<file path="src/rtl/jvm_bytecode_fetch.sv">
// Bytecode prefetch unit: issues one byte read at a time to the JVM memory and
// buffers returned bytes (with their PC) in a small FIFO for the decoder.
module jvm_bytecode_fetch #(
    parameter int                       ADDRESS_WIDTH = 8,
    parameter int                       FIFO_DEPTH    = 4,
    parameter int                       FIFO_PTR_W    = 2,
    parameter logic [ADDRESS_WIDTH-1:0] RESET_PC      = '0
) (
    input  logic                     clk,
    input  logic                     reset,
    input  logic                     run,
    input  logic                     redirect,
    input  logic [ADDRESS_WIDTH-1:0] redirect_pc,
    output logic [ADDRESS_WIDTH-1:0] mem_address,
    output logic                     mem_rwn,
    output logic [7:0]               mem_wdata,
    output logic                     mem_start,
    input  logic                     mem_ready,
    input  logic [7:0]               mem_rdata,
    output logic                     op_valid,
    output logic [7:0]               op_byte,
    output logic [ADDRESS_WIDTH-1:0] op_pc,
    input  logic                     op_accept,
    output logic [FIFO_PTR_W:0]      fifo_count,
    output logic                     busy
);

    typedef enum logic [1:0] {IDLE, REQ, BUSY, PEND} state_t;

    localparam logic [FIFO_PTR_W:0] DEPTH_C = (FIFO_PTR_W+1)'(FIFO_DEPTH);

    state_t                     state_q, state_d;
    logic [ADDRESS_WIDTH-1:0]   pc_q, pc_d;
    logic [ADDRESS_WIDTH-1:0]   addr_q, addr_d;
    logic                       discard_q, discard_d;
    logic [FIFO_PTR_W-1:0]      rd_ptr_q, wr_ptr_q;
    logic [FIFO_PTR_W:0]        count_q;
    logic [7:0]                 byte_q [FIFO_DEPTH];
    logic [ADDRESS_WIDTH-1:0]   bpc_q  [FIFO_DEPTH];
    logic                       push, pop, full;

    assign full = (count_q == DEPTH_C);
    assign pop  = op_valid && op_accept && !redirect;

    always_comb begin
        state_d   = state_q;
        pc_d      = pc_q;
        addr_d    = addr_q;
        discard_d = discard_q;
        push      = 1'b0;
        case (state_q)
            IDLE: if (run && mem_ready && !full && !redirect) begin
                state_d = REQ;
                addr_d  = pc_q;
            end
            REQ: begin
                pc_d    = pc_q + ADDRESS_WIDTH'(1);
                state_d = BUSY;
            end
            BUSY: if (!mem_ready) state_d = PEND;
            PEND: if (mem_ready) begin
                push      = !discard_q && !redirect;
                discard_d = 1'b0;
                state_d   = IDLE;
            end
            default: state_d = IDLE;
        endcase
        // The memory transaction always runs to completion; a redirect only marks its byte stale.
        if (redirect) begin
            pc_d = redirect_pc;
            if (state_q != IDLE && !(state_q == PEND && mem_ready)) discard_d = 1'b1;
        end
    end

    always_ff @(posedge clk or negedge reset) begin
        if (!reset) begin
            state_q   <= IDLE;
            pc_q      <= RESET_PC;
            addr_q    <= '0;
            discard_q <= 1'b0;
        end else begin
            state_q   <= state_d;
            pc_q      <= pc_d;
            addr_q    <= addr_d;
            discard_q <= discard_d;
        end
    end

    always_ff @(posedge clk or negedge reset) begin
        if (!reset) begin
            rd_ptr_q <= '0;
            wr_ptr_q <= '0;
            count_q  <= '0;
            for (int i = 0; i < FIFO_DEPTH; i++) begin
                byte_q[i] <= '0;
                bpc_q[i]  <= '0;
            end
        end else if (redirect) begin
            rd_ptr_q <= '0;
            wr_ptr_q <= '0;
            count_q  <= '0;
        end else begin
            if (push) begin
                byte_q[wr_ptr_q] <= mem_rdata;
                bpc_q[wr_ptr_q]  <= addr_q;
                wr_ptr_q         <= wr_ptr_q + FIFO_PTR_W'(1);
            end
            if (pop) rd_ptr_q <= rd_ptr_q + FIFO_PTR_W'(1);
            case ({push, pop})
                2'b10:   count_q <= count_q + (FIFO_PTR_W+1)'(1);
                2'b01:   count_q <= count_q - (FIFO_PTR_W+1)'(1);
                default: count_q <= count_q;
            endcase
        end
    end

    assign mem_start   = (state_q == REQ);
    assign mem_address = addr_q;
    assign mem_rwn     = 1'b1;
    assign mem_wdata   = 8'h00;
    assign busy        = (state_q != IDLE);
    assign op_valid    = (count_q != '0);
    assign op_byte     = byte_q[rd_ptr_q];
    assign op_pc       = bpc_q[rd_ptr_q];
    assign fifo_count  = count_q;

endmodule

</file>
<file path="config.mk">
export PLATFORM = sky130hd
export DESIGN_NAME = jvm_bytecode_fetch
export DESIGN_NICKNAME = d
export VERILOG_FILES = /design/src/rtl/jvm_bytecode_fetch.sv
export SDC_FILE = /design/constraint.sdc
export NUM_CORES = 1
export LEC_CHECK = 0
export CAP_MARGIN = 20
export CORE_ASPECT_RATIO = 0.75
export CORE_MARGIN = 2
export CORE_UTILIZATION = 54
export DETAILED_ROUTE_END_ITERATION = 16
export GPL_TIMING_DRIVEN = 0
export PLACE_DENSITY = 0.85
export SLEW_MARGIN = 15
export SYNTH_ARGS = -nofsm -noshare
export SYNTH_HDL_FRONTEND = slang
export SYNTH_SLANG_ARGS = --single-unit
</file>
<file path="constraint.sdc">
create_clock -name clk -period 2.7 [get_ports clk]
set_input_delay 0.54 -clock clk [delete_from_list [all_inputs] [get_ports clk]]
set_output_delay 0.54 -clock clk [all_outputs]
set_load 0.03 [all_outputs]
</file>
==> run metrics, run 1 <==
status=finished, final reports clean; Die Height=80.88 um; Switch Pwr=1.362 mW; commonest non-fill, non-tap cell in the layout=dfrtp_1; nets=395; CP required=2.16 ns; P&R area growth vs syn=20.70%; Synth area leaders=dfrtp_1, mux2_1, mux2_2; min Tclk post-route=2.628 ns; Post-synth ARST share=100.0%; Syn Inst Count=295; initial antenna violation count=0; Vias/cell=5.500; Core Area=0.007500 mm2; largest delay contributor family on the critical path=buffers and inverters; Gate power share=32.8%; leakage=2.554 nW; Peak Freq=380.5 MHz; Antenna Cells=0; CTS tree=done; cell internal pwr=2.646 mW; RSZ-0062 raised after global routing=no; critical path class=flip-flop to output port; Power Dens Cells=780.3 mW/mm2; final core utilization=68.49%; number of flops mapped to enable cells by yosys=0; Slew Limit Fails=0; Congestion Overflow GR=0; H-tree lvl count=3; DRC=0; row count=27; full die area=0.008614 mm2; initial DRC count=92; Synth top area share=52.93%; drt pass-1 iters=5; Slew headroom=61.39%; clk root buf=clkbuf_8; Crit path buffers/inverters=2; CP Data Arrival Time=2.09 ns; dpl cells=453; Max Cap Viol=0; Yosys reg bits=90; Die Wd=106.5 um; Max stage delay on crit path=0.61 ns; largest net degree at the start of global routing=63; drt wl/cell=18.18 um; IO Pins=61; Synth Cell Area=0.004255 mm2; Synth cell types=35; CTS Buf Count=9; Synthesis Warnings=0; GRT Total Usage=21.41%; Syn Area/Cell=14.42 um2; total power=4.008 mW; Max Root-Sink Buffers=2; clk sinks=90; Final Hold Vio Count=0; post-route ant nets=0; first-pass GRT wire length=13830 um; via count=2574; CTS Hold Bufs=0; crit-path max FO=10; Startpoint Class=flip-flop; non-filler cells, final=468; crit path cell chain=buf_4, mux4_2, clkdlybuf4s50_1; HP Class=input port to asynchronous set/reset pin; critical-path cell with the highest stage delay=clkdlybuf4s50_1; setup bufs post-CTS=0; crit share post-route=97.33%; worst slew pin tran=0.5743 ns; critical path capture point type=output port; Clock Latency Late Sink=0.36 ns; routability cong.=0.7730; initial core utilization=56.74%; hpwl dp=6051 um; number of global-route vias before repair=2623; Seq/Total Area, Yosys=52.93%; layout cells sized above 1=25.07%; fillcell total=518; Primary FF master, synth=dfrtp_1; Seq pwr share=44.1%; # setup viols final=0; Setup Skew=0.01189 ns; commonest cells after routing, fill and taps aside=dfrtp_1, mux2_1, clkdlybuf4s50_1, mux2_2, mux4_2; Clock power frac=23.1%; Worst-path clk slew=0.09 ns; final WL=8507 um; Switching Fraction=33.98%; Max VDD drop=0.3712 mV; port bufs=49; Synth area leader=dfrtp_1
[power by group through the flow]
stage	combinational (mW)	clock [mW]	sequential [mW]
after global placement	1.31	0	1.77
after CTS	1.33	0.943	1.76
after global routing	1.41	0.993	1.80
final	1.32	0.926	1.77
after floorplan	0.754	0	1.83
after detailed placement	1.36	0	1.79
[sequential cells by signal, summed over array words and instances, names as in the netlist]
signal / cells
bpc_q: 32
byte_q: 32
mem_address: 8
pc_q: 8
fifo_count: 3
rd_ptr_q: 2
state_q: 2
wr_ptr_q: 2
discard_q: 1
[worst paths after layout]
check	cells after the start	from	endpoint	slack (ns)
min	1	reset	bpc_q[19]	0.11
max	3	rd_ptr_q[1]	op_byte[3]	0.07
max reg2reg	9	state_q[1]	fifo_count[2]	0.32
max in group asynchronous	2	reset	rd_ptr_q[1]	1.96
min reg2reg	1	bpc_q[14]	bpc_q[14]	0.49
min in group clk	2	redirect	fifo_count[2]	0.46
[cells by family after synthesis]
family	synth area share (%)
compound gates	3.087
xor+xnor	2.676
other cells	0.1765
mux	28.49
simple gates	4.910
flops	52.93
buf+inv	4.322
fa+ha+maj	3.411
[synth_stat cells (all sizes together) (2+ instances only)]
cell	number
nand3b	2
nor3	3
mux2	73
conb	2
o21ai	10
dfrtp	90
inv	5
buf	19
mux2i	3
nand4	3
xnor2	3
nand2	19
a21oi	3
clkbuf	4
nor2	6
xor2	10
mux4	16
ha	10
and3	2
o31ai	2
[worst reg2reg max path: cells and delay by family (launching register included)]
kind                       cells  cell delay (ns)
AOI/OAI and AO/OA              2             0.45
DFF                            1             0.42
and+or+nand+nor                3             0.37
adders and majority gates      2             0.67
buffers and inverters          2             0.36
[area by class of cell]
| class | count | area [um2] | area share (%) |
|---|---|---|---|
| Sequential cell | 90 | 2253 | 43.87 |
| Timing Repair Buffer | 50 | 510.5 | 9.939 |
| Buffer | 22 | 177.7 | 3.459 |
| Multi-Input combinational cell | 184 | 1846 | 35.93 |
| Tap cell | 101 | 126.4 | 2.460 |
| Clock buffer | 11 | 151.4 | 2.948 |
| Inverter | 5 | 18.77 | 0.3654 |
| Clock inverter | 5 | 52.55 | 1.023 |
[routing by layer]
layer | part of all wire, % | global-route usage, % | wire length (um) | vias up
li1 | - | - | - | 1173
met1 | 45 | 28.32 | 3840 | 1334
met2 | 49 | 36.09 | 4202 | 57
met3 | 4.4 | 5.136 | 378 | 10
met4 | 1.0 | 5.974 | 87 | 0
met5 | 0 | 0 | 0 | -
[stage by stage]
stage / hold WS, ns / cell area [um2] / worst slack, ns / TNS [ns]
global route: 0.1275 / 5136 / 0.004051 / 0
global placement: 0.4680 / 4898 / -2.065 / -187.08
finish: 0.1075 / 5136 / 0.07200 / 0
detailed placement: 0.4776 / 4923 / -0.2890 / -2.481
floorplan: 0.2444 / 4282 / 0.2912 / 0
CTS: 0.1102 / 5127 / 0.03924 / 0
[what timing repair did]
action,4_1_cts,5_1_grt
endpoints found under the hold margin,0,0
resized for setup,14,3
setup endpoints to repair,16,3
(Power assumes the default switching activity.)
==> run 2, diff against run 1 <==
- SKIP_CTS_REPAIR_TIMING: unset -> 1
==> run 2 against run 1 <==
  * Design area rose by 0.76%
  * Clock-buffer cell count did not move
  * Maximum frequency rose by 0.62%
  * Die area did not move
  * Sequential power barely moved
  * Critical endpoint is now op_byte[1]
  * Largest power group unchanged
  * Highest routed layer unchanged
==> run metrics, run 2 (synthesis gave the netlist of run 1 again) <==
status=finished, final reports clean; critical path class=flip-flop to output port; Max Root-Sink Buffers=2 (unchanged); Max Cap Viol=0 (unchanged); Vias/cell=5.558 (+1.0%); pre-CTS setup slack=-0.2890 ns (unchanged); H-tree lvl count=3 (unchanged); fillcell total=515 (-0.58%); CP required=2.16 ns (about the same); Slew headroom=61.37% (about the same); CP Data Arrival Time=2.07 ns (-0.02 ns); crit path cell chain=clkbuf_4, mux4_2, clkdlybuf4s50_1; clk root buf=clkbuf_8; drt pass-1 iters=4 (-1); Startpoint Class=flip-flop; largest net degree at the start of global routing=63 (unchanged); worst slew pin tran=0.5746 ns (+0.0002479 ns); clk sinks=90 (unchanged); Power Dens Cells=778.1 mW/mm2 (-0.28%); number of global-route vias before repair=2630 (+0.27%); Final WS setup=0.08822 ns (+0.01622 ns); IO Pins=61 (unchanged); full die area=0.008614 mm2 (unchanged); Congestion Overflow GR=0 (unchanged); HP Class=input port to asynchronous set/reset pin; commonest cells after routing, fill and taps aside=dfrtp_1, mux2_1, mux2_2, clkdlybuf4s50_1, mux4_2; area of placed instances=0.004923 mm2 (unchanged); Sum Neg Setup Slack=0 ns (unchanged); Setup Skew=0.01036 ns (-0.001533 ns); Peak Freq=382.9 MHz (+0.62%); total power=4.027 mW (+0.47%); post-route ant nets=0 (unchanged); Regs by FF count=bpc_q (32), byte_q (32); via count=2601 (+1.0%); reg-to-reg slack, setup=0.32 ns (about the same); routability cong.=0.7730 (unchanged); busiest grt layer=met2; final WL=8517 um (+0.12%); Final Hold Vio Count=0 (unchanged); commonest non-fill, non-tap cell in the layout=dfrtp_1; layout cells sized above 1=25.07% (unchanged); initial DRC count=97 (+5.4%); Design Area, Final=0.005175 mm2 (+0.76%); initial core utilization=56.74% (unchanged); Storage cell area=0.002253 mm2 (unchanged); critical-path cell with the highest stage delay=clkdlybuf4s50_1; crit-path max FO=9 (-1); Antenna Cells=0 (unchanged); RSZ-0062 raised after global routing=no; min Tclk post-route=2.612 ns (-0.01622 ns); Die Wd=106.5 um (unchanged); Die Height=80.88 um (unchanged); critical path capture point type=output port; first-pass GRT wire length=13830 um (unchanged); Multi-input gate area=0.001846 mm2 (unchanged); leakage=2.722 nW (+6.6%); routing usage on met3=5.136% (unchanged); GRT Total Usage=21.41% (unchanged); hpwl dp=6051 um (unchanged); CTS Buf Count=9 (unchanged); Clock Latency Late Sink=0.36 ns (about the same); Slew Limit Fails=0 (unchanged); port bufs=49 (unchanged); nets=395 (unchanged); Worst-path clk slew=0.09 ns (about the same); grt met1 use=28.32% (unchanged); crit share post-route=96.73% (-0.60 points); row count=27 (unchanged); Max stage delay on crit path=0.60 ns (about the same); DRC=0 (unchanged); Max VDD drop=0.3709 mV (about the same); Core Area=0.007500 mm2 (unchanged); initial antenna violation count=0 (unchanged); # setup viols final=0 (unchanged); P&R area growth vs syn=21.61%; CTS tree=done; drt wl/cell=18.20 um (+0.12%); GRT met2 Usage=36.09% (unchanged)
## run 2: report_power, final
part           leakage (nW)  internal, mW  switching (mW)
clock                 0.105         0.474           0.456
sequential             1.21          1.56           0.203
combinational          1.41         0.631           0.703
total                  2.72          2.67            1.36
## run 2: layer usage
metal  vias up  share of wire [%]  wire (um)
met2        52                 50       4265
li1       1173                  -          -
met3         9                4.0        342
met4         0                1.1         90
met5         -                  0          0
met1      1367                 45       3818
## run 2: final timing paths
check / startpoint / endpoint / depth (start not counted)
min in group clk: redirect / fifo_count[2] / 2
max reg2reg: state_q[1] / fifo_count[2] / 9
min reg2reg: bpc_q[14] / bpc_q[14] / 1
min: reset / bpc_q[19] / 1
max in group asynchronous: reset / rd_ptr_q[1] / 2
max: rd_ptr_q[0] / op_byte[1] / 3
## run 2: critical path, delay by kind of cell (launching register included)
kind,cells,cell delay [ns]
buffers and inverters,2,0.86
muxes,1,0.52
DFF,1,0.33
## run 2: layout make-up
class                      instances  area share, %
clock buffer                      11          2.926
sequential                        90          43.54
tap                              101          2.442
inverter                           5         0.3627
buffer                            22          3.361
multi-input combinational        184          35.66
clock inverter                     5          1.015
timing repair buffer              50          10.69
## run 2: stage by stage
stage	instances	hold WS (ns)	utilization (%)
detailed placement	453	0.4776	65.65
global route	468	0.1275	69.00
floorplan	302	0.2444	-
finish	468	0.1038	69.00
global placement	452	0.4680	65.32
CTS	469	0.1102	68.37
